--- src/rtl/riscv_pkg.sv ---
// Shared fetch-stage definitions: ISA width, reset/bubble constants and fetch FSM states.
package riscv_pkg;

    localparam int XLEN = 32;

    localparam logic [XLEN-1:0] NOP_INSN_DEFAULT = 32'h0000_0013;
    localparam logic [XLEN-1:0] RESET_PC_DEFAULT = 32'h0000_0000;

    typedef enum logic {
        ST_RUN  = 1'b0,
        ST_HALT = 1'b1
    } fetch_state_t;

    // Instruction fetch addresses must be word aligned.
    function automatic logic is_word_aligned(input logic [XLEN-1:0] addr);
        return (addr[1:0] == 2'b00);
    endfunction

endpackage

--- src/rtl/if_id_reg.sv ---
// IF/ID pipeline register. Priority is reset > flush > load; otherwise it holds.
module if_id_reg
    import riscv_pkg::*;
#(
    parameter logic [XLEN-1:0] NOP_INSN = NOP_INSN_DEFAULT
) (
    input  logic            clk,
    input  logic            rst,
    input  logic            i_load,
    input  logic            i_flush,
    input  logic [XLEN-1:0] i_pc,
    input  logic [XLEN-1:0] i_insn,
    output logic [XLEN-1:0] o_pc,
    output logic [XLEN-1:0] o_insn,
    output logic            o_valid
);

    logic [XLEN-1:0] r_pc;
    logic [XLEN-1:0] r_insn;
    logic            r_valid;

    // NOTE: sequential state uses non-blocking (<=) so every register samples pre-edge values.
    always_ff @(posedge clk) begin
        if (rst || i_flush) begin
            r_pc    <= '0;
            r_insn  <= NOP_INSN;
            r_valid <= 1'b0;
        end else if (i_load) begin
            r_pc    <= i_pc;
            r_insn  <= i_insn;
            r_valid <= 1'b1;
        end
    end

    assign o_pc    = r_pc;
    assign o_insn  = r_insn;
    assign o_valid = r_valid;

endmodule

--- src/rtl/pc_fetch.sv ---
// Instruction-fetch front end: program counter, redirect/stall handling, misaligned-target trap.
module pc_fetch
    import riscv_pkg::*;
#(
    parameter int              ADDR_W   = 10,
    parameter logic [XLEN-1:0] RESET_PC = RESET_PC_DEFAULT,
    parameter logic [XLEN-1:0] NOP_INSN = NOP_INSN_DEFAULT
) (
    input  logic              clk,
    input  logic              rst,
    input  logic              stall,
    input  logic              redirect,
    input  logic [XLEN-1:0]   redirect_target,
    input  logic [XLEN-1:0]   insn_in,
    output logic [ADDR_W-1:0] pc_out,
    output logic [XLEN-1:0]   pc,
    output logic [XLEN-1:0]   if_id_pc,
    output logic [XLEN-1:0]   if_id_insn,
    output logic              if_id_valid,
    output logic              halted,
    output logic              misalign
);

    fetch_state_t    r_state;
    fetch_state_t    w_state_next;
    logic [XLEN-1:0] r_pc;
    logic [XLEN-1:0] w_pc_next;
    logic            r_misalign;
    logic            w_set_misalign;
    logic            w_load;
    logic            w_flush;

    always_ff @(posedge clk) begin
        if (rst) begin
            r_state    <= ST_RUN;
            r_pc       <= RESET_PC;
            r_misalign <= 1'b0;
        end else begin
            r_state    <= w_state_next;
            r_pc       <= w_pc_next;
            r_misalign <= r_misalign | w_set_misalign;
        end
    end

    // NOTE: every output of this block gets a default first, so no path can infer a latch.
    always_comb begin
        w_state_next   = r_state;
        w_pc_next      = r_pc;
        w_set_misalign = 1'b0;
        w_load         = 1'b0;
        w_flush        = 1'b0;
        case (r_state)
            ST_RUN: begin
                if (redirect) begin
                    // A redirect overrides a stall: the stalled instruction is on the wrong path.
                    w_flush = 1'b1;
                    if (is_word_aligned(redirect_target)) begin
                        w_pc_next = redirect_target;
                    end else begin
                        w_state_next   = ST_HALT;
                        w_set_misalign = 1'b1;
                    end
                end else if (!stall) begin
                    w_pc_next = r_pc + XLEN'(4);
                    w_load    = 1'b1;
                end
            end
            ST_HALT: begin
                w_flush = 1'b1;
            end
        endcase
    end

    if_id_reg #(
        .NOP_INSN (NOP_INSN)
    ) u_if_id_reg (
        .clk     (clk),
        .rst     (rst),
        .i_load  (w_load),
        .i_flush (w_flush),
        .i_pc    (r_pc),
        .i_insn  (insn_in),
        .o_pc    (if_id_pc),
        .o_insn  (if_id_insn),
        .o_valid (if_id_valid)
    );

    // Only the word index reaches memory, so fetch wraps at every 4 KB boundary.
    assign pc_out   = r_pc[ADDR_W+1:2];
    assign pc       = r_pc;
    assign halted   = (r_state == ST_HALT);
    assign misalign = r_misalign;

endmodule

--- config.mk ---
export PLATFORM = sky130hd
export DESIGN_NAME = pc_fetch
export DESIGN_NICKNAME = d
export VERILOG_FILES = /design/src/rtl/riscv_pkg.sv /design/src/rtl/if_id_reg.sv /design/src/rtl/pc_fetch.sv
export SDC_FILE = /design/constraint.sdc
export NUM_CORES = 1
export LEC_CHECK = 0
export ABC_AREA = 1
export CAP_MARGIN = 30
export CORE_MARGIN = 1.5
export CORE_UTILIZATION = 50
export CTS_CLUSTER_DIAMETER = 40
export CTS_CLUSTER_SIZE = 14
export DETAILED_ROUTE_END_ITERATION = 12
export DONT_BUFFER_PORTS = 1
export GPL_ROUTABILITY_DRIVEN = 0
export PLACE_DENSITY = 0.77
export REMOVE_ABC_BUFFERS = 1
export SLEW_MARGIN = 20
export SYNTH_ARGS = -nofsm -noshare
export SYNTH_HDL_FRONTEND = slang
export SYNTH_HIERARCHICAL = 1
export SYNTH_SLANG_ARGS = --single-unit
--- constraint.sdc ---
create_clock -name clk -period 1.6 [get_ports clk]
set_input_delay 0.4 -clock clk [delete_from_list [all_inputs] [get_ports clk]]
set_output_delay 0.4 -clock clk [all_outputs]
set_load 0.02 [all_outputs]
==> impl_metrics.json <==
{
  "status": "complete, no violations",
  "port_buffers": 0,
  "fin_skew_ps": 10.9,
  "fin_util_pct": 57.3,
  "via_per_inst": 4.91,
  "peakVddDrop_mv": 0.483,
  "drc": 0,
  "drt_iter0_drc": 411,
  "min_to": "pc[29]",
  "finalSetupViolCount": 0,
  "cts_buffer_depth": 2,
  "yosysTopAreaCellShare_pct": 38.7,
  "crit_fanout": 5,
  "switching_share_pct": 28.7,
  "grt_max_degree": 56,
  "wire_per_inst_um": 13.2,
  "drive_gt1_share_pct": 10.6,
  "reg2reg_to": "pc[26]",
  "fin_ws_ps": 97.4,
  "final_cell_count_no_fill": 971,
  "die-area_um2": 10900,
  "report.final.slew_viol_count": 0,
  "ys_types": 28,
  "antenna_found_initial": 0,
  "coreArea_um2": 9860,
  "dr.pass1.iters": 5,
  "p_seq_share_pct": 50.4,
  "holdPathStages": 1,
  "required_ps": 1870,
  "timing.rr.start": "pc[3]",
  "area_growth_pct": 10.2,
  "start_util_pct": 52.0,
  "rr_worst_depth": 10,
  "dp_slack_ps": -13.6,
  "fin_nets": 902,
  "crit_type": "reg2reg",
  "root_buffer": "clkbuf_8",
  "cts.htree.levels": 3,
  "intPower_mw": 3.80,
  "wl_mm": 12.8,
  "clk_pin_slew_ps": 100,
  "insertion_delay_ps": 370,
  "yosysWarningCount": 6,
  "io_pins": 177,
  "layout_common_cells": "nand2_1 (272), nor2_1 (183), inv_1 (96), dfxtp_1 (96), nand3_1 (40)",
  "cp-start-kind": "flop",
  "cts_inserted_buffers": 9,
  "via_count": 4767,
  "power.switching_mw": 1.53,
  "cap_violations": 0,
  "p_comb_share_pct": 14.2,
  "grt_pass1_vias": 4380,
  "worst_pin_slew_ps": 420,
  "layout_commonest_cell": "nand2_1",
  "ys_ff_latch": 99,
  "relSlewSlack_pct": 72.0,
  "seqCellArea_um2": 1990,
  "final_area_um2": 5650,
  "rrSetupSlack_ps": 100,
  "cts.sinks": 99,
  "post_dp_cell_area_um2": 5350,
  "hold_violations": 0,
  "die_x_um": 104,
  "n_antenna_cell": 0,
  "ant_nets": 0,
  "synthTopCellsByArea": "dfxtp_1 (39%), nand2_1 (20%), nor2_1 (14%)",
  "grt_overflow": 0,
  "setup_tns_ps": 0,
  "dp.cells": 953,
  "rsz0062_at_grt": "yes",
  "critPathCaptureType": "flop",
  "timing.final.crit_share_pct": 93.9,
  "powerDensity_nw_per_um2": 944,
  "groute.usage.overall_pct": 23.3,
  "nFillCells": 986,
  "hp-start": "rst",
  "leakagePower_nw": 2.20,
  "hpwl_mm": 9.03,
  "ys_seq_area_share_pct": 38.7,
  "cts_tree": "done",
  "multi_input_area_um2": 2520,
  "dieHeight_um": 104,
  "min_path_type": "in2reg",
  "synthesis.area_um2": 5130,
  "clock.fmax_mhz": 666,
  "period_needed_ps": 1500,
  "avgSynthCellArea_um2": 6.21,
  "synthCells": 826,
  "grt_pass1_wl_mm": 20.7,
  "ctsHoldBuffers": 0,
  "power_frac_clock_pct": 35.4,
  "synth_top_area_cell": "dfxtp_1",
  "cp_data_arrival_time_ps": 1780,
  "rows": 36
}
==> final cells by class <==
cell class | count | share of cell area [%]
clock buffer | 11 | 2.68
tap | 133 | 2.95
timing repair buffer | 41 | 6.56
multi-input combinational | 584 | 44.6
sequential | 99 | 35.2
inverter | 98 | 6.56
clock inverter | 5 | 1.46
==> cell families after synthesis <==
family                     count (synthesis)  share of synthesized area, %
AOI/OAI and AO/OA                         58                          6.49
adders and majority gates                  1                         0.244
buffers and inverters                    143                          13.4
DFF                                       99                          38.7
and+or+nand+nor                          525                          41.2
==> cell usage after synthesis <==
master and count:
nand2_1 273, nor2_1 189, dfxtp_1 99, inv_1 96, nand3_1 41, a21oi_1 30, buf_2 15, buf_4 14
o21ai_0 12, buf_6 10, nor2_4 8, o211ai_1 8, clkbuf_1 5, nand2_2 5, nor2_2 3, nor3_1 3
o31ai_1 3, a22o_1 2, a31oi_1 1, and2_1 1, buf_1 1, ha_1 1, inv_2 1, inv_4 1
nand3b_1 1, nand4_1 1, o21a_1 1, o21ai_2 1
==> registers in the layout (all words and copies together), names as in the netlist <==
register	cells
halted	1
misalign	1
pc	32
u_if_id_reg/o_insn	32
u_if_id_reg/o_pc	32
u_if_id_reg/o_valid	1
==> per-stage QoR <==
| step | hold slack, ps | power, mW |
|---|---|---|
| floorplan | 469 | 3.28 |
| global placement | 475 | 3.48 |
| detailed placement | 475 | 3.49 |
| CTS | 77.0 | 5.35 |
| global route | 74.9 | 5.56 |
| finish | 82.8 | 5.33 |
==> worst max-delay path, stage by stage (launching register included) <==
cell	delay (ps)
dfxtp_4	380
ha_4	130
nand2_2	90
nor2_4	210
nand2_2	100
nor2_4	140
nand2_1	70
nand2_1	60
nand3_1	80
nand2_1	90
a21oi_1	60
==> worst max-delay path by stage <==
stage,to,start
3_5_place_dp,pc[10],pc[3]
4_1_cts,pc[26],pc[3]
3_3_place_gp,pc[10],pc[3]
2_1_floorplan,u_if_id_reg/o_insn[0],redirect
5_1_grt,pc[26],pc[3]
6_report,pc[26],pc[3]
==> repair_timing <==
| action | in CTS | in global routing |
|---|---|---|
| endpoints found under the hold margin | 0 | 0 |
| buffers inserted | 0 | 2 |
| endpoints found under the setup margin | 4 | 15 |
| resized for setup | 1 | 14 |
| pin swaps | 0 | 5 |
==> power by group through the flow <==
stage / clock network [mW] / logic (mW) / registers [mW]
2_1_floorplan: 0 / 0.453 / 2.83
3_3_place_gp: 0 / 0.740 / 2.74
3_5_place_dp: 0 / 0.747 / 2.74
4_1_cts: 1.92 / 0.750 / 2.69
5_1_grt: 2.01 / 0.853 / 2.70
6_report: 1.89 / 0.756 / 2.69
==> per-layer routing <==
layer | vias to the layer above | share of wire [%] | track usage (%)
met5 | - | 0 | 0
met4 | 0 | 1.5 | 7.74
met3 | 18 | 7.2 | 5.39
met2 | 178 | 45 | 38.8
met1 | 2086 | 46 | 29.7
li1 | 2485 | - | -
Note: power is estimated with default switching activity, not from simulation.
==> RTL edit 1, RTL diff (config.mk and constraints unchanged) <==
Make the reset (`rst`) asynchronous in one clocked block.
--- a/src/rtl/pc_fetch.sv
+++ b/src/rtl/pc_fetch.sv
@@ -30,7 +30,7 @@
     logic            w_load;
     logic            w_flush;
 
-    always_ff @(posedge clk) begin
+    always_ff @(posedge clk or posedge rst) begin
         if (rst) begin
             r_state    <= ST_RUN;
             r_pc       <= RESET_PC;
Behaviour: differs if rst is asserted again (counterexample within 4 cycles, from zero or initial values and one cycle with rst high); with rst held inactive, the same outputs for 10 cycles.
==> RTL edit 1 against the original RTL <==
Clock skew barely moved; wire length shrank 3.3%; critical path type unchanged; first-iteration DRC count fell by 25%; area after synthesis is 2.5% higher; sequential cell count is the same; design area rose by 2.0%; via count fell by 2.0%; setup slack worse by 0.0035 ns; sequential share of layout area is 2.2 points higher.
Power is not compared: it rests on default switching activity, and its combinational part moved more than twofold at a synthesized area within 25%.
==> RTL edit 1: results (changes against the original RTL) <==
{| class="wikitable"
! Metric !! Value
|-
| Leakage dissipation || 2.33 nW
|-
| Post-synthesis sequential area ratio || 41.0% (+2.3 points)
|-
| Hold Crit Class || in -> reg
|-
| Placed insts || 954 (+0.10%)
|-
| HPWL after detailed placement || 9010 um (-0.29%)
|-
| Asr flop ratio synth || 34.3% (+34 points)
|-
| Post-synthesis instance total || 822 (-0.48%)
|-
| Share of final-layout standard cells stronger than drive strength 1 || 11.3% (+0.70 points)
|-
| CP Data Arrival Time || 1.77 ns
|-
| Fill count || 1026 (+4.1%)
|-
| Fraction of the mapped netlist area in compound gates || 3.83% (-2.7 points)
|-
| Worst-case clock skew || 0.0106 ns (-0.000272 ns)
|-
| Iteration-0 DRC count of the detailed router || 310 (-25%)
|-
| Post-synthesis share of cell area spent on full adders, half adders and majority gates || 0.238% (-0.0059 points)
|-
| Setup Slack @ Placement || 0.0261 ns (+0.0397 ns)
|-
| Status || finished, final reports clean
|-
| Area contributors post-synth || dfxtp_1 25%, nand2_1 20%, dfrtp_1 16%
|-
| Number of unique standard cell types used by synthesis || 32 (+14%)
|-
| Diode count || 0 (unchanged)
|-
| DRT Pass-1 Iters || 4 (-1)
|-
| Maximum root-to-sink buffer count || 2 (unchanged)
|-
| Crit path max fanout || 4 (-1)
|-
| Share of cell area taken by muxes after synthesis || 0% (unchanged)
|-
| Final standard cell count with taps included and fillers excluded || 975 (+0.41%)
|-
| Largest net degree at the start of global routing || 68 (+21%)
|-
| Post-synthesis xor/xnor area fraction || 0.500% (+0.50 points)
|-
| Ratio of routed vias to standard cells || 4.79 (-2.4%)
|-
| Antenna violations before repair || 0 (unchanged)
|-
| Library cell contributing the largest single delay on the critical path || dfrtp_1
|-
| Post-Route WL || 12400 um (-3.3%)
|-
| Most numerous cell types in the synthesized netlist || 282 x nand2_1, 190 x nor2_1, 102 x inv_1
|-
| Vias in the first global route || 4239 (-3.2%)
|-
| Number of port buffers || 0 (unchanged)
|-
| Wire length of the first global-routing pass || 20000 um (-3.2%)
|-
| Max_slew headroom || 60.8% (-11 points)
|-
| Overall fraction of global-route tracks in use || 22.4% (-0.88 points)
|-
| Layout Nets || 903 (+0.11%)
|}
## RTL edit 1: changes by cell type after synthesis, moves of 3 or more
cell	change
buf_2	+3
nor2_4	-3
dfxtp_1	-34
o31ai_1	-3
a21oi_1	-28
o211ai_1	-4
o21ai_0	+4
nand3b_1	+4
nand2_1	+9
o21ai_1	+7
dfrtp_1	+34
clkbuf_1	-4
inv_1	+6
xnor2_1	+3
## RTL edit 1: report_power, final
group / total [mW] / switching [mW] / internal [mW]
logic: 0.106 / 0.0671 / 0.0385
registers: 2.48 / 0.00330 / 2.48
clock network: 1.61 / 0.882 / 0.729
total: 4.20 / 0.953 / 3.24
## RTL edit 1: path summary, 6_finish.rpt
path | from | to | slack (ns) | depth (start not counted)
setup / recovery | pc[2] | pc[12] | 0.09 | 8
hold / removal | insn_in[1] | u_if_id_reg/o_insn[1] | 0.16 | 2
setup reg to reg | pc[2] | pc[12] | 0.09 | 8
hold reg to reg | u_if_id_reg/o_insn[0] | u_if_id_reg/o_insn[0] | 0.57 | 2
max in group asynchronous | rst | pc[15] | 0.80 | 3
min in group asynchronous | rst | pc[0] | 0.36 | 2
## RTL edit 1: final cells by class
type                    count  area, sq um  share of cell area (%)
well taps                 136          170                    2.95
clock buffers              10          128                    2.21
inverters                 103          387                    6.71
clock inverters             6         63.8                    1.11
repair buffers             44          387                    6.71
flip-flops and latches     99         2160                    37.4
multi-input cells         577         2470                    42.9
## RTL edit 1: worst register-to-register path: cells and delay by family (launching register included)
| family | cells | cell delay, ns |
|---|---|---|
| adder cells (fa/ha/maj) | 1 | 0.21 |
| buffers and inverters | 2 | 0.13 |
| AND/OR/NAND/NOR | 3 | 0.40 |
| flip-flops | 1 | 0.39 |
| AO/OA/AOI/OAI | 2 | 0.26 |
## RTL edit 1: metal layers
layer  up-vias  global-route usage, %  routed length [um]
li1       2457                      -                   -
met5         -                      0                   0
met4         0                   7.72                 168
met3        14                   5.69                1030
met2       161                   37.8                5670
met1      2039                   28.0                5480
## RTL edit 1: logic make-up (layout without fill, tap and decap cells)
| family | after synthesis | after routing |
|---|---|---|
| buf+inv | 146 | 163 |
| flops | 99 | 99 |
| simple gates | 538 | 538 |
| fa+ha+maj | 1 | 1 |
| xor+xnor | 3 | 3 |
| compound gates | 35 | 35 |
## RTL edit 1: timing repair
item / CTS / global route
pin swaps: 0 / 10
endpoints found under the setup margin: 1 / 14
setup buffers: 1 / 3
hold buffers: 1 / 0
endpoints found under the hold margin: 3 / 0
resized for setup: 0 / 22
## RTL edit 1: stage by stage
stage | TNS [ns] | area, sq um
after floorplan | -266.73 | 4950
after global placement | 0 | 5480
after detailed placement | 0 | 5480
after CTS | 0 | 5680
after global routing | -0.113 | 5760
final | 0 | 5760
==> RTL edit 2, RTL diff (config.mk and constraints unchanged) <==
Without the edit above. Set the parameter `ADDR_W` to 12 (it was 10).
--- a/src/rtl/pc_fetch.sv
+++ b/src/rtl/pc_fetch.sv
@@ -2,7 +2,7 @@
 module pc_fetch
     import riscv_pkg::*;
 #(
-    parameter int              ADDR_W   = 10,
+    parameter int              ADDR_W   = 12,
     parameter logic [XLEN-1:0] RESET_PC = RESET_PC_DEFAULT,
     parameter logic [XLEN-1:0] NOP_INSN = NOP_INSN_DEFAULT
 ) (
Ports: changed (resized pc_out); port bits go from 177 to 179. No check against the original RTL was run, so the function may have changed too.
==> RTL edit 2 against the original RTL <==
Sequential share of layout area is 0.32 points higher; sequential cell count unchanged; wire length fell by 2.1%; setup slack lost 0.034 ns; design area is 1.0% lower; total power down 4.3%; cell count shrank 0.10%; non-clock buffer count down 1; worst hold slack worse by 0.0014 ns; clock skew rose by 0.0033 ns; area after synthesis increased by 0.29%; count of clock-buffer cells in the layout shrank 2; maximum frequency down 2.2%; largest cell class unchanged.
==> RTL edit 2: results (changes against the original RTL) <==
{| class="wikitable"
! Metric !! Value
|-
| Worst-case clock skew || 0.0142 ns (+0.00331 ns)
|-
| Maximum resistive drop on vdd || 0.427 mV (-12%)
|-
| Per-cell routed wire length || 12.9 um (-2.0%)
|-
| Library cell contributing the largest single delay on the critical path || dfxtp_2
|-
| Status || finished, final reports clean
|-
| Metal1 wirelength || 5610 um (-4.2%)
|-
| Nonclk buf count || 40 (-2.4%)
|-
| Fraction of power consumed by sequential logic || 52.7% (+2.3 points)
|-
| Die outline width || 104 um (+0.14%)
|-
| Total length of routed met3 wires || 980 um (+6.5%)
|-
| DP Area || 5330 sq um (-0.37%)
|-
| Placed insts || 952 (-0.10%)
|-
| GR Layer Usage met1 || 28.0% (-1.6 points)
|-
| Flop-to-flop setup slack || 0.06 ns (-0.03 ns)
|-
| Area contributors post-synth || dfxtp_1 39%, nand2_1 20%, nor2_1 14%
|-
| Endpoint of the worst hold-timing path || pc[27]
|-
| Area occupied by multi-input gates || 2520 sq um (about the same)
|-
| Worst flop-to-flop path startpoint || pc[2]
|-
| Met3 Track Usage GR || 5.83% (+0.44 points)
|-
| Share of final-layout standard cells stronger than drive strength 1 || 10.6% (+0.013 points)
|-
| Non-clock buffer area fraction after layout || 6.27% (-0.29 points)
|-
| Tightest hold margin || 0.0814 ns (-0.00143 ns)
|-
| Endpoint of the lowest-slack register-to-register path || pc[27]
|-
| Power share of the clock group || 32.6% (-2.8 points)
|-
| Maximum root-to-sink buffer count || 2 (unchanged)
|-
| Clock buffer count || 9 (-2)
|-
| Vias in the first global route || 4458 (+1.8%)
|-
| Final standard cell count with taps included and fillers excluded || 970 (-0.10%)
|-
| Largest net degree at the start of global routing || 67 (+20%)
|-
| Cts repair resizes || 0 (-1)
|-
| HPWL after detailed placement || 8870 um (-1.8%)
|-
| Overall fraction of global-route tracks in use || 23.0% (-0.35 points)
|-
| Routed length on met2 || 5640 um (-2.8%)
|-
| Post-Synthesis Mean Instance Area || 6.21 sq um (about the same)
|-
| Wire length of the first global-routing pass || 20600 um (-0.57%)
|-
| Layout Nets || 901 (-0.11%)
|-
| CP Data Arrival Time || 1.81 ns (+0.03 ns)
|-
| Internal Pwr Total || 3.55 mW (-6.6%)
|-
| Max_slew headroom || 74.9% (+2.9 points)
|-
| Seq/total area || 35.5% (+0.32 points)
|-
| CTS hold repair buffers || 0 (unchanged)
|-
| Post-synthesis share of cell area spent on full adders, half adders and majority gates || 0.243% (-0.00071 points)
|}
## RTL edit 2: cell types whose count changed in the layout (fill, tap and decap cells not counted), sizes merged
cell | unedited run | this run
clkbuf | 11 | 9
inv | 100 | 99
clkinvlp | 0 | 4
buf | 41 | 40
bufinv | 2 | 1
## RTL edit 2: logic make-up after synthesis
family	Yosys count
adders and majority gates	1
and+or+nand+nor	525
AOI/OAI and AO/OA	58
buffers and inverters	145
DFF	99
## RTL edit 2: how the worst max path moves through the flow
| stage | slack [ns] | cells past startpoint | end | start |
|---|---|---|---|---|
| floorplan | -3.72 | 6 | u_if_id_reg/o_insn[0] | redirect |
| global placement | 0.11 | 6 | pc[8] | redirect_target[1] |
| detailed placement | 0.09 | 9 | pc[27] | pc[4] |
| CTS | 0.05 | 9 | pc[27] | pc[4] |
| global route | -0.001 | 10 | pc[27] | pc[2] |
| finish | 0.06 | 10 | pc[27] | pc[2] |
